<file path="src/rtl/mem_readback.sv">
// Readback engine: streams a host-selected byte range out of memory over valid/ready,
// optionally closing the stream with a two's-complement checksum byte.
package mem_readback_pkg;
    typedef enum logic [1:0] {
        BYTE = 2'b00,
        HALF = 2'b01,
        WORD = 2'b10
    } mem_width_t;
endpackage

// state | meaning
// IDLE  | waiting for start_i
// REQ   | memory read requested, address held until granted
// WAIT  | latency down-counter running, byte captured on terminal count
// SEND  | data byte presented on tx, waiting for sink
// CSUM  | checksum byte presented on tx
// DONE  | one-cycle completion pulse
module mem_readback
    import mem_readback_pkg::*;
#(
    parameter int ADDR_W      = 10,
    parameter int LEN_W       = 11,
    parameter int MEM_LATENCY = 1,
    parameter int APPEND_CSUM = 1
) (
    input  logic              clk_i,
    input  logic              rst_i,
    input  logic              start_i,
    input  logic [ADDR_W-1:0] start_addr_i,
    input  logic [LEN_W-1:0]  len_i,
    output logic              busy_o,
    output logic              done_o,
    output logic              mem_req_o,
    input  logic              mem_gnt_i,
    output logic [ADDR_W-1:0] mem_addr_o,
    output mem_width_t        mem_width_o,
    output logic              mem_we_o,
    input  logic [31:0]       mem_data_i,
    output logic [7:0]        tx_data_o,
    output logic              tx_valid_o,
    input  logic              tx_ready_i
);

    localparam int WAIT_W = $clog2(MEM_LATENCY + 1);

    typedef enum logic [2:0] {
        S_IDLE,
        S_REQ,
        S_WAIT,
        S_SEND,
        S_CSUM,
        S_DONE
    } state_t;

    state_t             state_q, state_d;
    logic [ADDR_W-1:0]  addr_q, addr_d;
    logic [LEN_W-1:0]   rem_q, rem_d;
    logic [7:0]         csum_q, csum_d;
    logic [7:0]         data_q, data_d;
    logic [WAIT_W-1:0]  wait_q, wait_d;
    logic [7:0]         csum_neg;
    state_t             tail_state;
    logic               unused_data_hi;

    assign unused_data_hi = ^mem_data_i[31:8];
    assign tail_state     = (APPEND_CSUM != 0) ? S_CSUM : S_DONE;
    assign csum_neg       = 8'd0 - csum_q;

    always_ff @(posedge clk_i or posedge rst_i) begin
        if (rst_i) begin
            state_q <= S_IDLE;
            addr_q  <= '0;
            rem_q   <= '0;
            csum_q  <= '0;
            data_q  <= '0;
            wait_q  <= '0;
        end else begin
            state_q <= state_d;
            addr_q  <= addr_d;
            rem_q   <= rem_d;
            csum_q  <= csum_d;
            data_q  <= data_d;
            wait_q  <= wait_d;
        end
    end

    always_comb begin
        state_d = state_q;
        addr_d  = addr_q;
        rem_d   = rem_q;
        csum_d  = csum_q;
        data_d  = data_q;
        wait_d  = wait_q;
        case (state_q)
            S_IDLE: begin
                if (start_i) begin
                    addr_d  = start_addr_i;
                    rem_d   = len_i;
                    csum_d  = '0;
                    state_d = (len_i != '0) ? S_REQ : tail_state;
                end
            end
            S_REQ: begin
                if (mem_gnt_i) begin
                    wait_d  = WAIT_W'(MEM_LATENCY);
                    addr_d  = addr_q + ADDR_W'(1);
                    state_d = S_WAIT;
                end
            end
            S_WAIT: begin
                // Terminal count lands on the edge where the read data is valid.
                if (wait_q == WAIT_W'(1)) begin
                    data_d  = mem_data_i[7:0];
                    state_d = S_SEND;
                end else begin
                    wait_d = wait_q - WAIT_W'(1);
                end
            end
            S_SEND: begin
                if (tx_ready_i) begin
                    csum_d  = csum_q + data_q;
                    rem_d   = rem_q - LEN_W'(1);
                    state_d = (rem_q > LEN_W'(1)) ? S_REQ : tail_state;
                end
            end
            S_CSUM: begin
                if (tx_ready_i) begin
                    state_d = S_DONE;
                end
            end
            S_DONE: begin
                state_d = S_IDLE;
            end
            default: begin
                state_d = S_IDLE;
            end
        endcase
    end

    always_comb begin
        busy_o      = (state_q != S_IDLE);
        done_o      = (state_q == S_DONE);
        mem_req_o   = (state_q == S_REQ);
        mem_addr_o  = addr_q;
        mem_width_o = BYTE;
        mem_we_o    = 1'b0;
        tx_valid_o  = (state_q == S_SEND) || (state_q == S_CSUM);
        tx_data_o   = (state_q == S_CSUM) ? csum_neg : data_q;
    end

endmodule
</file>
<file path="config.mk">
export PLATFORM = sky130hd
export DESIGN_NAME = mem_readback
export DESIGN_NICKNAME = d
export VERILOG_FILES = /design/src/rtl/mem_readback.sv
export SDC_FILE = /design/constraint.sdc
export NUM_CORES = 1
export LEC_CHECK = 0
export ABC_AREA = 1
export BUFFER_PORTS_ARGS = -buffer_cell sky130_fd_sc_hd__buf_2
export CAP_MARGIN = 25
export CORE_MARGIN = 3
export CORE_UTILIZATION = 30
export CTS_CLUSTER_DIAMETER = 80
export CTS_CLUSTER_SIZE = 14
export DETAILED_ROUTE_END_ITERATION = 7
export PLACE_DENSITY = 0.55
export SLEW_MARGIN = 20
export SYNTH_ARGS = -nofsm -noshare
export SYNTH_HDL_FRONTEND = slang
export SYNTH_SLANG_ARGS = --single-unit
</file>
<file path="constraint.sdc">
create_clock -name clk_i -period 1.8 [get_ports clk_i]
set_input_delay 0.18 -clock clk_i [delete_from_list [all_inputs] [get_ports clk_i]]
set_output_delay 0.18 -clock clk_i [all_outputs]
set_load 0.1 [all_outputs]
</file>
* Word-level counts from Yosys, hierarchy flattened
Cells that the tools add are included.
Storage, ports and cells: logic and storage cells 55, output and inout bits 25, bits in registers 41, bits of input ports 58
Operators by class: muxes and demuxes 21, equal/unequal tests 10, reductions and logical operators 12, add/subtract/negate cells 5, $lt $le $gt $ge 1
Operators with widths (count):
- $mux 8 | 3
- $mux 11 | 2
- $pmux 11 s2 | 1
- $mux 3 | 7
- $mux 10 | 2
- $pmux 10 s2 | 1
- $pmux 8 s2 | 1
- $pmux 3 s5 | 1
- $gt 11x1->1 const B | 1
- $reduce_bool 11->1 | 1
- $sub 11x1->11 const B | 1
- $add 10x1->10 const B | 1
- $add 8x8->8 | 1
- $ne 2x2->1 const B | 4
- $sub 1x8->8 const A | 1
- $eq 3x2->1 const B | 2
- $eq 3x3->1 const B | 2
- $reduce_and 3->1 | 2
- $reduce_bool 2->1 | 3
- $reduce_and 5->1 | 1
- $reduce_and 2->1 | 2
- $eq 3x1->1 const B | 1
- $logic_not 3->1 | 1
- $reduce_bool 3->1 | 1
- 5 further kinds | 6

* Logic depth before layout (Yosys ltp)
Gate-level depths: netlist of run 1.
word-level depth 4, gate-level depth with buffers 9, gate-level depth less buffers 9

* Worst setup path before layout of run 1
Ideal clock, no wire load.
kind register to output, start point register csum_q[1], end point output port tx_data_o[6], data required time 1.620 ns, buffers on the path 0, path slack -1.557 ns, stages on the path, launching flop included 8, arrival 3.177 ns, cell sequence dfrtp_1 inv_1 ha_1 nand3_1 nor2_1 nand2_1 xor2_1 o21ai_0
Between the ends: word-level cells in the longest chain between the ends 2
Ends and longest elaborated chain:
- from (decl) | line 58 | logic [7:0] csum_q, csum_d;
- from (signal assigned) | line 81 | csum_q <= csum_d;
- $sub 1x8->8 | line 67 | assign csum_neg = 8'd0 - csum_q;
- $mux 8 | line 148 | tx_data_o = (state_q == S_CSUM) ? csum_neg : data_q;
- to (decl) | line 39 | output logic [7:0] tx_data_o,
Every way passes these cells.

* Worst setup path in the final report of run 1
start point register csum_q[0], end point output port tx_data_o[6]
The elaborated chain is that of the path after synthesis.

==> run_results.csv, run 1 <==
group,metric,value,unit
floorplanning,rows,36,
detailed_routing,drt_iter0_drc,151,
worst_setup_path,arrival,1.72,ns
clocking,clk_latency,0.30,ns
synth,synth_area_leaders,"dfrtp_1 (34%), nand2_1 (15%), nand3_1 (6.4%), inv_1 (5.5%), o21ai_0 (4.8%)",
detailed_routing,highest_layer,"met4",
detailed_routing,wl_per_cell,12.8,um
grt,grt_pass1_wl,13.3,mm
grt,grt_max_degree,42,
detailed_routing,wl_met3,273,um
sta,grt_setup_unrepaired,"yes",
worst_setup_path,crit_start,"csum_q[0]$_DFFE_PP0P_",
clocking,clock-sinks,41,
cells_and_area,drive_gt1_share,31.1,%
sta,setup_viol,6,
outcome,violations,"hold timing, setup timing",
sta,max_slew_margin,64.0,%
min_path,hold_path.class,"primary input to async pin",
synth,ys_seq_elements,41,
clocking,h-tree-depth,2,
worst_setup_path,worst_r2r_startpoint,"csum_q[0]$_DFFE_PP0P_",
sta,hold_ws,-0.00239,ns
floorplanning,chipWidth,107,um
synth,synth_top_area_cell,"dfrtp_1",
placement,dp_cells,606,
floorplanning,initial_utilization,31.0,%
synth,synthCells,418,
clocking,cts_tree,"yes",
sta,tightest_slew,0.539,ns
floorplanning,core_region_area,0.00982,mm^2
cells_and_area,mostFrequentLayoutCells,"nand2_1 (110), buf_2 (44), inv_1 (40), dfrtp_1 (37), nand3_1 (36)",
detailed_routing,ant_nets,0,
cells_and_area,antenna_cells,0,
synth,ys_warn_count,0,
power,leakage,2.01,nW
grt,grt_overflow,0,
sta,hold_violations,2,
floorplanning,ios,83,
grt,track_usage,14.3,%
worst_setup_path,endpoint_kind,"primary output",
grt,grt_pass1_vias,2772,
grt,antenna_found_initial,0,
placement,place_worst_setup_slack,0.0914,ns
placement,hpwlAfterDp,5.85,mm
cells_and_area,fillers,1035,
detailed_routing,drtPass1Iterations,4,
sta,tns,-0.228,ns
power,power,0.00889,W
sta,setup_ws,-0.101,ns
sta,fin_skew,0.00814,ns
cells_and_area,nNetsFinal,561,
cells_and_area,final_util,41.0,%
detailed_routing,drt-met1-wl,3.64,mm
detailed_routing,drt-total-wl,7.98,mm
clocking,clkTransAtPathRegs,0.09,ns
detailed_routing,vias,2893,
synth,async_flop_share,100,%
power,peakVddDrop,1280,uV
placement,finalWeightedCongestion,0.840,
detailed_routing,drc,0,
floorplanning,die_area,0.0114,mm^2
placement,io_buffers,55,
synth,ys_seq_area_share,33.7,%
worst_setup_path,critPathLaunchType,"flip-flop",
cells_and_area,final_common_cell,"nand2_1",
cells_and_area,area_growth_syn_to_layout,32.1,%
worst_setup_path,required,1.62,ns
outcome,outcome,"complete, but fails checks",
detailed_routing,vias_per_cell,4.63,
floorplanning,die_h,107,um
clocking,cts_buffer_depth,2,
sta,layout_worst_path_cycle_share,106,%
clocking,clockRootBuffer,"clkbuf_8",
synth,synth-edff-count,0,
synth,synth_flop_cell,"dfrtp_1",
worst_setup_path,path_class,"flip-flop to primary output",
power,power_density,2210,mW/mm^2
cells_and_area,final_cell_count_no_fill,625,
synth,synth_top_area_share,33.7,%
run,drv_cap,0,
synth,syn_area,0.00304,mm^2
synth,yosys.cell_types.count,38,
clocking,cts_made_buffers,5,
worst_setup_path,cp_max_fo,3,
sta,layout_min_cycle_time,1.90,ns
detailed_routing,wl_met2,3.93,mm
sta,max_freq,526,MHz
synth,avgSynthCellArea,7.28,um^2
sta,slew_violations,0,
==> worst paths after layout <==
check / end / slack, ns / cells after the start
max reg2reg: csum_q[6]$_DFFE_PP0P_ / 0.05 / 8
max: tx_data_o[6] / -0.10 / 8
min: data_q[0]$_DFFE_PP0P_ / -0.002 / 3
min in group clk_i: data_q[3]$_DFFE_PP0P_ / 0.11 / 2
min reg2reg: wait_q$_DFFE_PP0P_ / 0.50 / 2
max in group asynchronous: mem_addr_o[1]$_DFFE_PP0P_ / 1.41 / 3
==> report_power, final <==
group | leakage [nW] | internal, W | switching, W
clock | 0.0687 | 0.000559 | 0.000364
combinational | 1.45 | 0.00202 | 0.00414
sequential | 0.492 | 0.00135 | 0.000452
total | 2.01 | 0.00393 | 0.00496
==> layer usage <==
| layer | up-vias | track usage [%] |
|---|---|---|
| met5 | - | 0 |
| met4 | 0 | 4.20 |
| met3 | 14 | 2.41 |
| met2 | 64 | 23.7 |
| met1 | 1324 | 19.1 |
| li1 | 1491 | - |
==> sequential cells by signal, summed over array words and instances (netlist names) <==
signal / count
rem_q: 11
state_q: 3
mem_addr_o: 10
data_q: 8
csum_q: 8
wait_q: 1
==> cell type report <==
cell class	instances	area [um^2]	area share [%]
clock buffer	5	68.8	1.71
inverter	52	201	5.01
sequential	41	1030	25.6
multi-input combinational	317	1880	46.8
clock inverter	3	68.8	1.71
timing repair buffer	74	604	15.0
tap	133	166	4.14
==> logic make-up (layout without fill, tap and decap cells) <==
logic type                 after synthesis  count (layout)  share of synthesized area (%)
adders and majority gates               12              12                           5.18
DFF                                     41              41                           33.7
and+or+nand+nor                        224             224                           34.1
other                                    1               3                          0.123
buffers and inverters                   62             134                           9.49
AOI/OAI and AO/OA                       64              64                           12.7
muxes                                    8               8                           2.96
xor gates and xnor gates                 6               6                           1.73
==> worst max-delay path, stage by stage, from the launching register on <==
cell and delay (ns):
dfrtp_1 0.40, inv_2 0.10, ha_4 0.14, nand3_2 0.10, nor2_1 0.10, nand2_1 0.07, xor2_1 0.16, o21ai_4 0.15
buf_12 0.19
==> through the flow <==
stage | hold WS, ns | instance area (um^2)
2_1_floorplan | 0.331 | 3090
3_5_place_dp | 0.358 | 3650
6_report | -0.00239 | 4020
5_1_grt | 0.0288 | 4020
3_3_place_gp | 0.353 | 3650
4_1_cts | 0.0194 | 3920
==> synthesized netlist by cell type (4+ instances only) <==
master	number
nor2_1	36
a21oi_1	15
nand2_4	4
xor2_1	4
ha_1	11
inv_1	45
nand4_1	5
inv_2	6
nand3_1	39
nand2_1	118
mux2_2	8
or2_2	5
o21ai_0	29
dfrtp_1	41
nand3b_1	4
o21ai_2	8
==> timing repair <==
item,CTS,global route
pin swaps,2,6
buffers inserted,7,3
gates cloned,0,1
gates resized for setup,16,17
setup endpoints to repair,9,11
hold buffers,0,0
No activity file was read; power rests on OpenSTA's default activity.
==> inputs of run 2 (changes only) <==
--- a/config.mk
+++ b/config.mk
@@ -6,14 +6,13 @@
 export NUM_CORES = 1
 export LEC_CHECK = 0
 export ABC_AREA = 1
-export BUFFER_PORTS_ARGS = -buffer_cell sky130_fd_sc_hd__buf_2
+export BUFFER_PORTS_ARGS = -buffer_cell sky130_fd_sc_hd__buf_4
 export CAP_MARGIN = 25
 export CORE_MARGIN = 3
 export CORE_UTILIZATION = 30
 export CTS_CLUSTER_DIAMETER = 80
 export CTS_CLUSTER_SIZE = 14
 export DETAILED_ROUTE_END_ITERATION = 7
-export PLACE_DENSITY = 0.55
 export SLEW_MARGIN = 20
 export SYNTH_ARGS = -nofsm -noshare
 export SYNTH_HDL_FRONTEND = slang
==> run_results.csv, run 2 (same netlist as run 1, synthesis figures left out) <==
group,metric,value,unit
worst_setup_path,crit_family,"flip-flops",
sta,tightest_slew,0.558,ns
detailed_routing,ant_nets,0,
floorplanning,die_h,107,um
power,clkPwrFrac,7.6,%
cells_and_area,fillers,1026,
power,peakVddDrop,1330,uV
clocking,clock-sinks,41,
cells_and_area,antenna_cells,0,
cells_and_area,mostFrequentLayoutCells,"nand2_1 (109), buf_4 (57), inv_1 (38), nand3_1 (36), dfrtp_1 (35)",
sta,hold_ws,0.0211,ns
run,drv_cap,0,
worst_setup_path,slowest_stage,"dfrtp_1",
cells_and_area,largest_register_ffs,11,
detailed_routing,vias_per_cell,4.63,
min_path,hold_path.class,"primary input to async pin",
grt,grt_pass1_vias,2823,
clocking,cts_tree,"yes",
power,switching_share,56.8,%
grt,grt_max_degree,42,
sta,setup_ws,-0.0330,ns
floorplanning,ios,83,
floorplanning,rows,36,
grt,antenna_found_initial,0,
clocking,cts_made_buffers,5,
detailed_routing,drt-total-wl,7.77,mm
cells_and_area,regArea,0.00103,mm^2
worst_setup_path,path_class,"flip-flop to primary output",
power,internal_power,0.00375,W
power,p_comb_share,71.4,%
floorplanning,die_area,0.0114,mm^2
cells_and_area,multi_input_area,0.00190,mm^2
floorplanning,chipWidth,107,um
placement,finalWeightedCongestion,0.827,
worst_setup_path,endpoint_kind,"primary output",
power,power_density,2130,mW/mm^2
sta,grt_setup_unrepaired,"yes",
grt,track_usage,14.0,%
power,seqPwrFrac,20.9,%
cells_and_area,drive_gt1_share,31.7,%
placement,hpwlAfterDp,5.80,mm
outcome,outcome,"complete, but fails checks",
worst_setup_path,timing.critical_path.buf_inv,2,
clocking,h-tree-depth,2,
sta,tns,-0.0330,ns
worst_setup_path,rrSetupSlack,0.15,ns
cells_and_area,area_growth_syn_to_layout,33.9,%
cells_and_area,final_common_cell,"nand2_1",
sta,setup_viol,1,
clocking,clkTransAtPathRegs,0.09,ns
worst_setup_path,cp_slowest_stage_delay,0.39,ns
worst_setup_path,required,1.62,ns
worst_setup_path,cp_max_fo,2,
power,power_switching,0.00492,W
detailed_routing,drt_iter0_drc,79,
worst_setup_path,worst_r2r_startpoint,"state_q[1]$_DFFE_PP0P_",
clocking,clockRootBuffer,"clkbuf_8",
sta,fin_skew,0.00597,ns
outcome,violations,"setup timing",
cells_and_area,nNetsFinal,558,
sta,layout_worst_path_cycle_share,102,%
sta,max_freq,546,MHz
worst_setup_path,worst-r2r-cell-count,9,
power,leakage,2.01,nW
detailed_routing,vias,2880,
detailed_routing,drtPass1Iterations,4,
cells_and_area,regMostFlops,"rem_q",
clocking,clk_latency,0.30,ns
detailed_routing,drc,0,
clocking,cts_buffer_depth,2,
sta,hold_violations,0,
sta,slew_violations,0,
grt,grt_pass1_wl,12.9,mm
floorplanning,initial_utilization,31.0,%
worst_setup_path,reg2reg_to,"csum_q[4]$_DFFE_PP0P_",
floorplanning,core_region_area,0.00982,mm^2
sta,max_slew_margin,62.8,%
grt,grt_overflow,0,
detailed_routing,wl_per_cell,12.5,um
sta,layout_min_cycle_time,1.83,ns
placement,io_buffers,55,
worst_setup_path,critPathLaunchType,"flip-flop",
worst_setup_path,arrival,1.65,ns
worst_setup_path,crit_chain,"inv_2, ha_4, nand3_4, nor2_4, nand2_2, xor2_2, o21ai_4, buf_12",
run 2: cell types whose count changed in the layout (fill, tap and decap cells not counted), moves of 2 or more:
cell | previous run | this run
buf_2 | 44 | 0
buf_4 | 16 | 57
buf_6 | 1 | 3
bufinv_16 | 2 | 0
dfrtp_1 | 37 | 35
dfrtp_2 | 4 | 6
inv_1 | 40 | 38
inv_2 | 10 | 12
nand3_2 | 3 | 1
nand3_4 | 2 | 4
run 2: routing by layer:
layer	share of wire [%]	vias to the layer above	GRT usage (%)
met5	0	-	0
met4	1.1	0	3.56
met3	2.7	5	2.17
met2	50	39	24.5
met1	46	1345	17.9
li1	-	1491	-
run 2: per-stage QoR:
step	setup WS, ns	utilization [%]	std cells	power [W]	cell area (um^2)
after floorplan	-0.245	-	420	0.00628	3090
after detailed placement	0.101	37.3	608	0.00736	3670
final	-0.0330	41.5	622	0.00867	4080
after CTS	-0.134	39.8	619	0.00838	3910
after global routing	-0.113	41.5	622	0.00934	4080
after global placement	0.105	37.3	608	0.00728	3670
run 2: final cells by class:
cell class,count,area share (%)
Clock buffer,7,2.12
Clock inverter,1,0.184
Inverter,52,4.91
Multi-Input combinational cell,317,46.5
Sequential cell,41,25.3
Tap cell,133,4.08
Timing Repair Buffer,71,16.8
run 2: timing repair:
item,in CTS,in global routing
hold buffers,0,0
pin swaps,5,7
gates cloned,0,1
endpoints found under the setup margin,10,11
setup buffers,3,2
resized for setup,31,39
run 2: how the worst max path moves through the flow:
stage / start / end / slack, ns / depth (start not counted)
finish: csum_q[1]$_DFFE_PP0P_ / tx_data_o[6] / -0.03 / 8
global route: csum_q[0]$_DFFE_PP0P_ / tx_data_o[6] / -0.11 / 8
global placement: csum_q[1]$_DFFE_PP0P_ / tx_data_o[6] / 0.10 / 8
detailed placement: csum_q[0]$_DFFE_PP0P_ / tx_data_o[6] / 0.10 / 8
floorplan: state_q[0]$_DFFE_PP0P_ / tx_data_o[0] / -0.24 / 6
CTS: csum_q[0]$_DFFE_PP0P_ / tx_data_o[6] / -0.13 / 8
run 2: worst reg2reg max path: stages, from the launching register on:
cell and delay (ns):
dfrtp_1 0.41, inv_4 0.09, nand2_4 0.06, buf_4 0.14, nor2_4 0.21, nand2_4 0.08
nand3_4 0.14, inv_1 0.17, nand2_1 0.16, o22ai_4 0.07
run 2: power groups by stage:
stage | logic, W | clock network (W) | registers [W]
CTS | 0.00591 | 0.000678 | 0.00179
floorplan | 0.00379 | 0 | 0.00249
finish | 0.00620 | 0.000660 | 0.00182
global route | 0.00673 | 0.000718 | 0.00189
global placement | 0.00547 | 0 | 0.00180
detailed placement | 0.00554 | 0 | 0.00182
